===== config.mk =====
export PLATFORM = sky130hd
export DESIGN_NAME = led_sched
export DESIGN_NICKNAME = d
export VERILOG_FILES = /design/src/rtl/led_sched.sv
export SDC_FILE = /design/constraint.sdc
export NUM_CORES = 1
export LEC_CHECK = 0
export ABC_AREA = 1
export CAP_MARGIN = 0
export CORE_AREA = 2 2 112 114
export DETAILED_ROUTE_END_ITERATION = 16
export DIE_AREA = 0 0 114 116
export DONT_BUFFER_PORTS = 1
export PLACE_DENSITY = 0.54
export SLEW_MARGIN = 10
export SYNTH_ARGS = -nofsm -noshare
export SYNTH_HDL_FRONTEND = slang
export SYNTH_SLANG_ARGS = --single-unit
export TNS_END_PERCENT = 10

===== constraint.sdc =====
create_clock -name clk -period 1.45 [get_ports clk]
set_input_delay 0.2175 -clock clk [delete_from_list [all_inputs] [get_ports clk]]
set_output_delay 0.2175 -clock clk [all_outputs]
set_load 0.01 [all_outputs]

===== src/rtl/led_sched.sv =====
// led_sched: shares the eight board LEDs between the CPU (PIO writes) and a
// built-in pattern engine. A CPU write takes ownership for HOLD_TICKS pattern
// ticks; afterwards the pattern engine resumes from the value it held. A PWM
// gate applies global brightness to whichever source currently owns the LEDs.
module led_sched #(
  parameter int TICK_DIV   = 5_000_000,
  parameter int HOLD_TICKS = 20,
  parameter int PWM_BITS   = 4
) (
  input  logic                clk,
  input  logic                rst_n,
  input  logic                enable,
  input  logic [7:0]          pio_led,
  input  logic                pio_wr,
  input  logic [1:0]          mode,
  input  logic [PWM_BITS-1:0] duty,
  output logic [7:0]          led_output,
  output logic                cpu_owns,
  output logic                tick
);

  localparam int TW = (TICK_DIV > 1) ? $clog2(TICK_DIV) : 1;
  localparam int HW = (HOLD_TICKS > 0) ? $clog2(HOLD_TICKS + 1) : 1;

  localparam logic [TW-1:0]       TICK_LAST  = TW'(TICK_DIV - 1);
  // tick is registered, so it is set one count early to be high exactly
  // while the counter sits at its last value.
  localparam logic [TW-1:0]       TICK_PRE   = TW'(TICK_DIV - 2);
  localparam logic [TW-1:0]       TICK_ZERO  = {TW{1'b0}};
  localparam logic [TW-1:0]       TICK_ONE   = TW'(1);
  localparam logic [HW-1:0]       HOLD_LOAD  = HW'(HOLD_TICKS);
  localparam logic [HW-1:0]       HOLD_ONE   = HW'(1);
  localparam logic [HW-1:0]       HOLD_ZERO  = {HW{1'b0}};
  localparam logic [PWM_BITS-1:0] PWM_FULL   = {PWM_BITS{1'b1}};
  localparam logic [PWM_BITS-1:0] PWM_ONE    = PWM_BITS'(1);
  localparam logic [PWM_BITS-1:0] PWM_ZERO   = {PWM_BITS{1'b0}};
  localparam bit                  HOLD_TIMED = (HOLD_TICKS != 0);

  typedef enum logic [1:0] {
    ST_OFF     = 2'd0,
    ST_PATTERN = 2'd1,
    ST_CPU     = 2'd2
  } state_t;

  state_t                state_r;
  state_t                state_s;
  logic [TW-1:0]         tick_cnt_r;
  logic                  tick_r;
  logic [PWM_BITS-1:0]   pwm_cnt_r;
  logic                  gate_s;
  logic [7:0]            pat_r;
  logic [1:0]            mode_r;
  logic                  mode_chg_s;
  logic [7:0]            cpu_val_r;
  logic [HW-1:0]         hold_cnt_r;
  logic                  take_s;
  logic                  hold_dec_s;
  logic [7:0]            source_s;
  logic [7:0]            led_r;
  logic                  cpu_owns_r;

  // Starting value of the pattern for each mode.
  function automatic logic [7:0] seed_of(input logic [1:0] m);
    logic [7:0] s;
    case (m)
      2'd0:    s = 8'h01;
      2'd1:    s = 8'h00;
      2'd2:    s = 8'hFF;
      2'd3:    s = 8'h00;
      default: s = 8'h00;
    endcase
    return s;
  endfunction

  // Next pattern value on a tick for each mode.
  function automatic logic [7:0] advance(input logic [7:0] p, input logic [1:0] m);
    logic [7:0] n;
    case (m)
      2'd0:    n = {p[6:0], p[7]};
      2'd1:    n = p + 8'd1;
      2'd2:    n = ~p;
      2'd3:    n = 8'h00;
      default: n = 8'h00;
    endcase
    return n;
  endfunction

  assign mode_chg_s = (mode != mode_r);
  assign hold_dec_s = HOLD_TIMED && enable && tick_r && (state_r == ST_CPU);
  assign gate_s     = (duty == PWM_FULL) || (pwm_cnt_r < duty);

  // Pattern tick divider; parked at zero while the block is disabled.
  always_ff @(posedge clk or negedge rst_n) begin
    if (!rst_n) begin
      tick_cnt_r <= TICK_ZERO;
      tick_r     <= 1'b0;
    end else if (!enable) begin
      tick_cnt_r <= TICK_ZERO;
      tick_r     <= 1'b0;
    end else begin
      tick_cnt_r <= (tick_cnt_r == TICK_LAST) ? TICK_ZERO : tick_cnt_r + TICK_ONE;
      tick_r     <= (tick_cnt_r == TICK_PRE);
    end
  end

  // Free-running PWM phase counter, advancing only while enabled.
  always_ff @(posedge clk or negedge rst_n) begin
    if (!rst_n) begin
      pwm_cnt_r <= PWM_ZERO;
    end else if (enable) begin
      pwm_cnt_r <= pwm_cnt_r + PWM_ONE;
    end else begin
      pwm_cnt_r <= pwm_cnt_r;
    end
  end

  // Ownership state register.
  always_ff @(posedge clk or negedge rst_n) begin
    if (!rst_n) begin
      state_r <= ST_OFF;
    end else begin
      state_r <= state_s;
    end
  end

  // Next ownership state; a write in the expiring-tick cycle keeps the CPU.
  always_comb begin
    state_s = state_r;
    take_s  = 1'b0;
    if (!enable) begin
      state_s = ST_OFF;
    end else begin
      case (state_r)
        ST_OFF: begin
          state_s = ST_PATTERN;
        end
        ST_PATTERN: begin
          if (pio_wr) begin
            state_s = ST_CPU;
            take_s  = 1'b1;
          end else begin
            state_s = ST_PATTERN;
          end
        end
        ST_CPU: begin
          if (pio_wr) begin
            state_s = ST_CPU;
            take_s  = 1'b1;
          end else if (hold_dec_s && (hold_cnt_r == HOLD_ONE)) begin
            state_s = ST_PATTERN;
          end else begin
            state_s = ST_CPU;
          end
        end
        default: begin
          state_s = ST_OFF;
        end
      endcase
    end
  end

  // CPU hold countdown and latched CPU value.
  always_ff @(posedge clk or negedge rst_n) begin
    if (!rst_n) begin
      hold_cnt_r <= HOLD_ZERO;
      cpu_val_r  <= 8'h00;
    end else if (!enable) begin
      hold_cnt_r <= HOLD_ZERO;
      cpu_val_r  <= cpu_val_r;
    end else if (take_s) begin
      hold_cnt_r <= HOLD_LOAD;
      cpu_val_r  <= pio_led;
    end else if (hold_dec_s) begin
      hold_cnt_r <= hold_cnt_r - HOLD_ONE;
      cpu_val_r  <= cpu_val_r;
    end else begin
      hold_cnt_r <= hold_cnt_r;
      cpu_val_r  <= cpu_val_r;
    end
  end

  // Pattern engine: reseed on mode change or start-up, advance on tick.
  always_ff @(posedge clk or negedge rst_n) begin
    if (!rst_n) begin
      pat_r  <= 8'h01;
      mode_r <= 2'd0;
    end else begin
      mode_r <= mode;
      if (mode_chg_s || (enable && (state_r == ST_OFF))) begin
        pat_r <= seed_of(mode);
      end else if (enable && tick_r && (state_r == ST_PATTERN)) begin
        pat_r <= advance(pat_r, mode_r);
      end else begin
        pat_r <= pat_r;
      end
    end
  end

  // Source select for the current owner.
  always_comb begin
    source_s = 8'h00;
    case (state_r)
      ST_CPU:     source_s = cpu_val_r;
      ST_PATTERN: source_s = pat_r;
      default:    source_s = 8'h00;
    endcase
  end

  // Registered, brightness-gated LED drive and ownership flag.
  always_ff @(posedge clk or negedge rst_n) begin
    if (!rst_n) begin
      led_r      <= 8'h00;
      cpu_owns_r <= 1'b0;
    end else begin
      led_r      <= source_s & {8{gate_s}};
      cpu_owns_r <= (state_r == ST_CPU);
    end
  end

  assign led_output = led_r;
  assign cpu_owns   = cpu_owns_r;
  assign tick       = tick_r;

endmodule


==> flow_metrics.tcl, run 1 <==
set metrics [dict create \
    place_congestion 0.865 \
    status "finished, violations left" \
    dpl_cell_area_um2 3880 \
    fmax_mhz 679 \
    ys_ff_latch 62 \
    violations "negative hold slack, negative setup slack" \
    finalSetupViolCount 6 \
    start_util 0.294 \
    track_usage 0.139 \
    synth_area_leader_cell "dfrtp_1" \
    syn_inst 442 \
    die_w_um 114 \
    grt_pass1_vias 3038 \
    routedWlPerCell_um 13.2 \
    first_pass_iters 4 \
    ys_top_cells_by_area "dfrtp_1, nand2_1, nor2_1" \
    syn_nets 473 \
    hold_violations 62 \
    h-tree-depth 3 \
    crit_chain "inv_2, ha_4, nand2_2, nand3_2, nor2_2, buf_4, o21ai_4, buf_4, nor2_1, a21oi_2" \
    drive_gt1_frac 0.258 \
    synth-main-ff-cell "dfrtp_1" \
    routed_via_density 4.61 \
    final.fill_count 1197 \
    hpwl_um 6180 \
    stdcell_count 643 \
    p_per_area_nw_per_um2 1210 \
    rsz0062_at_grt "true" \
    wl_um 8510 \
    die_area_um2 13200 \
    skew_ps 11.0 \
    synthArstFlopShare 1.00 \
    maxSlewHeadroom 0.774 \
    p_total_w 0.00545 \
    synth_area_per_cell_um2 7.92 \
    clk_pin_slew_worst_paths_ps 60 \
    hp-class "input port to asynchronous set/reset pin" \
    critical_path.top_delay_family "simple AND/OR/NAND/NOR gates" \
    stdcell_area_um2 4490 \
    ys_types 31 \
    io_buffers 0 \
    vdd.ir_drop.worst_mv 0.561 \
    ant_nets 0 \
    grt-ovfl-total 0 \
    yosysWarnings 0 \
    grt_max_degree 63 \
    cp_slowest_cell "dfrtp_1" \
    cts_tree "yes" \
    area_delta_synth_final_pct 28.2 \
    grt_pass1_wl_um 14600 \
    synth_edf_count 0 \
    synth_area_um2 3500 \
    core_um2 11900 \
    pin_count 28 \
    clk_latency_ps 330 \
    cap_violations 0 \
    layout_setup_ws_ps -23.8 \
    cp_num_buf_inv 3 \
    rows 40 \
    tightestPinTransition_ps 336 \
    crit_path_max_incr_delay_ps 360 \
    die_h_um 116 \
    cp_data_required_time_ps 1650 \
    drc 0 \
    crit_top_cell "buf_4" \
    clock-root-buffer "clkbuf_16" \
    cts_inserted_buffers 9 \
    clockBufferDepth 2 \
    seq_area_frac_synth 0.444 \
    insertedDiodeCount 0 \
    critical_path_class "flip-flop to flip-flop" \
    drtIter0Drc 127 \
    nets 522 \
    via_count 2967 \
    antenna_found_initial 0 \
    place_ws_ps -99.8 \
    end_kind "flip-flop" \
    arrival_ps 1670 \
    fin_crit_ps 1470 \
    clock_sinks 62 \
    crit_fanout 3 \
    synth_top_area_share 0.436 \
    dp.cells 611 \
    finalCritPeriodShare 1.02 \
    startpoint_type "flip-flop" \
    p_leak_nw 1.99 \
    timing.hold.ws_ps -425 \
    slew_viol_final 0 \
]
worst paths after layout:
| kind | start | to | slack, ps | cells after the start |
|---|---|---|---|---|
| max | state_r[1]$_DFF_PN0_ | pat_r[1]$_DFFE_PN0P_ | -20 | 10 |
| min | rst_n | pwm_cnt_r[3]$_DFFE_PN0P_ | -420 | 0 |
| max reg2reg | state_r[1]$_DFF_PN0_ | pat_r[1]$_DFFE_PN0P_ | -20 | 10 |
| min reg2reg | pwm_cnt_r[3]$_DFFE_PN0P_ | pwm_cnt_r[3]$_DFFE_PN0P_ | 480 | 1 |
| max in group asynchronous | rst_n | pat_r[0]$_DFFE_PN1P_ | 1680 | 0 |
| min in group clk | enable | pwm_cnt_r[1]$_DFFE_PN0P_ | 10 | 2 |
cells in the mapped netlist (all sizes together) (2+ instances only):
cell,number
o22ai,2
o221ai,3
inv,52
nor2,76
o21ai,16
mux2,8
nand2,103
nand4,10
xor2,10
nor3b,4
ha,13
dfrtp,61
nand3,37
buf,8
xnor2,5
o211ai,2
nor3,11
a21oi,15
worst reg2reg max path, cell delays in order (launching register included):
cell and delay (ps):
dfrtp_1 360, inv_2 60, ha_4 160, nand2_2 50, nand3_2 60, nor2_2 150, buf_4 140, o21ai_4 60
buf_4 150, nor2_1 110, a21oi_2 40
where the power goes:
group	internal [W]	total [W]	switching, W
Combinational	0.000505	0.00104	0.000531
Clock	0.00135	0.00222	0.000866
Sequential	0.00197	0.00219	0.000220
Total	0.00383	0.00545	0.00162
routing by layer:
layer / routed length (um) / vias to the layer above / global-route usage
met5: 0 / - / 0
met4: 74 / 0 / 0.0407
met3: 293 / 7 / 0.0319
met2: 4090 / 44 / 0.235
met1: 4060 / 1396 / 0.178
li1: - / 1520 / -
sequential cells by signal (all words and copies together), names as in the netlist, 2 cells and up:
name        count
cpu_val_r       8
state_r         2
mode_r          2
led_output      8
pwm_cnt_r       4
pat_r           8
hold_cnt_r      5
tick_cnt_r     23
per-stage QoR:
| stage | utilization | TNS (ps) |
|---|---|---|
| 2_1_floorplan | - | -110 |
| 3_3_place_gp | 0.325 | -468 |
| 3_5_place_dp | 0.325 | -1080 |
| 4_1_cts | 0.362 | -27.7 |
| 5_1_grt | 0.377 | -1290 |
| 6_report | 0.377 | -74.5 |
cell families after synthesis:
group | Yosys count | share of synthesized area
simple gates | 243 | 0.313
flops | 62 | 0.444
buf+inv | 61 | 0.0690
compound gates | 40 | 0.0650
xor+xnor | 15 | 0.0375
fa+ha+maj | 13 | 0.0465
mux | 8 | 0.0257
cell type report:
class / count / area, um^2 / share of cell area
clock buffers: 9 / 225 / 0.0502
clock inverters: 7 / 80.1 / 0.0178
inverters: 52 / 195 / 0.0435
multi-input cells: 319 / 1870 / 0.417
flip-flops and latches: 62 / 1560 / 0.347
well taps: 147 / 184 / 0.0410
repair buffers: 47 / 374 / 0.0833
cell usage in the layout (no fill, tap or decap), types with 9 or more instances in the layout:
| cell type | Yosys | layout |
|---|---|---|
| nand2_1 | 100 | 97 |
| nor2_1 | 70 | 61 |
| dfrtp_1 | 61 | 57 |
| inv_1 | 49 | 45 |
| buf_4 | 1 | 40 |
| nand3_1 | 33 | 30 |
| nand4_1 | 10 | 10 |
| xor2_1 | 10 | 10 |
| ha_1 | 13 | 10 |
| o21ai_1 | 0 | 9 |
| nor2_2 | 0 | 9 |
| clkbuf_16 | 0 | 9 |
what timing repair did:
item / CTS / global route
pin swaps: 10 / 7
resized for setup: 20 / 40
endpoints found under the hold margin: 65 / 63
hold buffers: 3 / 1
setup endpoints to repair: 19 / 46
setup buffers: 5 / 7
(Power assumes the default switching activity.)
==> run 2: changes to the inputs <==
CORE_AREA = 2 2 143 89   (was 2 2 112 114)
DIE_AREA = 0 0 145 91   (was 0 0 114 116)
PLACE_DENSITY = default   (was 0.54)
PLACE_DENSITY_LB_ADDON = 0.2   (was default)
==> flow_metrics.tcl, run 2 (synthesis results as in run 1) <==
set metrics [dict create \
    clockBufferDepth 2 \
    h-tree-depth 3 \
    p_total_w 0.00544 \
    maxSlewHeadroom 0.798 \
    clk_latency_ps 320 \
    startpoint_type "flip-flop" \
    cp_data_required_time_ps 1640 \
    insertedDiodeCount 0 \
    clk_pin_slew_worst_paths_ps 60 \
    finalCritPeriodShare 1.02 \
    hpwl_um 7070 \
    start_util 0.296 \
    clock_sinks 62 \
    track_usage 0.148 \
    cts_inserted_buffers 9 \
    reg2reg_slack_ps -30 \
    crit_path_max_incr_delay_ps 360 \
    final.fill_count 1203 \
    arrival_ps 1670 \
    first_pass_iters 4 \
    fin_crit_ps 1480 \
    crit_chain "inv_2, ha_4, nand2_2, nand3_2, nor2_4, buf_6, nor2_4, nor2_4, a21oi_2" \
    top_register "tick_cnt_r" \
    grt_max_degree 63 \
    die_h_um 91 \
    worstReg2RegStart "state_r[1]$_DFF_PN0_" \
    antenna_found_initial 1 \
    nets 527 \
    clock-root-buffer "clkbuf_16" \
    timing.hold.ws_ps -407 \
    cp_slowest_cell "dfrtp_1" \
    tightestPinTransition_ps 303 \
    die_w_um 145 \
    p_leak_nw 2.01 \
    skew_ps 9.99 \
    drc 0 \
    final_common_cell "nand2_1" \
    vdd.ir_drop.worst_mv 0.593 \
    violations "negative hold slack, negative setup slack" \
    pin_count 28 \
    final_cell_mix "nand2_1, nor2_1, dfrtp_1, inv_1, buf_4" \
    routedWlPerCell_um 14.1 \
    slew_viol_final 0 \
    grt_pass1_wl_um 15300 \
    core_um2 11800 \
    critical_path_class "flip-flop to flip-flop" \
    hp-class "input port to asynchronous set/reset pin" \
    rows 31 \
    place_congestion 0.888 \
    layout_setup_ws_ps -30.9 \
    grt-ovfl-total 0 \
    routed_via_density 4.52 \
    fmax_mhz 675 \
    wl_um 9400 \
    crit_fanout 7 \
    io_buffers 0 \
    largest_reg_flops 23 \
    end_kind "flip-flop" \
    ant_nets 0 \
    grt_pass1_vias 2899 \
    hold_violations 62 \
    via_count 3010 \
    die_area_um2 13200 \
    rr_endpoint "pat_r[5]$_DFFE_PN0P_" \
    status "finished, violations left" \
    cts_tree "yes" \
    drtIter0Drc 205 \
    cap_violations 0 \
    finalSetupViolCount 7 \
    rsz0062_at_grt "true" \
    r2r_cells 9 \
    drive_gt1_frac 0.259 \
    p_per_area_nw_per_um2 1180 \
    area_delta_synth_final_pct 31.4 \
    crit_top_cell "nor2_4" \
    tns_ps -165 \
]
run 2: cell count changes in the layout (fill, tap and decap cells not counted), sizes merged:
cell	before	now
buf	43	48
clkbuf	9	13
inv	55	52
clkinvlp	1	0
run 2: stage by stage:
stage / area (um^2) / utilization / hold WS [ps] / instances / setup WS, ps
floorplan: 3520 / - / -78.1 / 442 / -15.1
detailed placement: 3960 / 0.335 / -75.8 / 636 / -80.5
CTS: 4340 / 0.367 / -427 / 656 / -66.9
global placement: 3960 / 0.335 / -75.8 / 636 / -53.8
finish: 4600 / 0.389 / -407 / 666 / -30.9
global route: 4600 / 0.389 / -428 / 666 / -94.0
run 2: power breakdown:
part           internal (W)  switching (W)
sequential          0.00197       0.000228
clock               0.00138       0.000723
combinational      0.000578       0.000564
run 2: timing repair:
action	CTS	global route
cloned	0	0
endpoints found under the setup margin	11	43
gates resized for setup	10	49
pin swaps	5	18
setup buffers	1	9
endpoints found under the hold margin	65	63
hold buffers	3	1
run 2: per-layer routing:
layer  track usage  vias up  wire [um]
li1              -     1537          -
met4        0.0380        2         59
met3        0.0442        8        418
met5             0        -         13
met1         0.238     1413       5340
met2         0.184       50       3570
run 2: critical path, delay by kind of cell (launching register included):
family                   cells  cell delay (ps)
AO/OA/AOI/OAI                1               90
flip-flops                   1              360
AND/OR/NAND/NOR              5              550
adder cells (fa/ha/maj)      1              160
buffers and inverters        2              200
run 2: worst max-delay path by stage:
stage / from / end / slack [ps] / cells after the start
6_report: state_r[1]$_DFF_PN0_ / pat_r[5]$_DFFE_PN0P_ / -30 / 9
5_1_grt: state_r[1]$_DFF_PN0_ / pat_r[7]$_DFFE_PN0P_ / -90 / 9
4_1_cts: state_r[1]$_DFF_PN0_ / pat_r[6]$_DFFE_PN0P_ / -70 / 9
3_5_place_dp: state_r[1]$_DFF_PN0_ / pat_r[7]$_DFFE_PN0P_ / -80 / 9
3_3_place_gp: tick_cnt_r[9]$_DFF_PN0_ / tick_cnt_r[20]$_DFF_PN0_ / -50 / 6
2_1_floorplan: state_r[1]$_DFF_PN0_ / cpu_val_r[0]$_DFFE_PN0P_ / -20 / 6
run 2: cell type report:
class / instances / area [um^2] / area share
Timing Repair Buffer: 52 / 428 / 0.0930
Multi-Input combinational cell: 319 / 1920 / 0.417
Tap cell: 165 / 206 / 0.0449
Clock buffer: 13 / 250 / 0.0544
Inverter: 52 / 198 / 0.0430
Sequential cell: 62 / 1560 / 0.338
Clock inverter: 3 / 43.8 / 0.00952
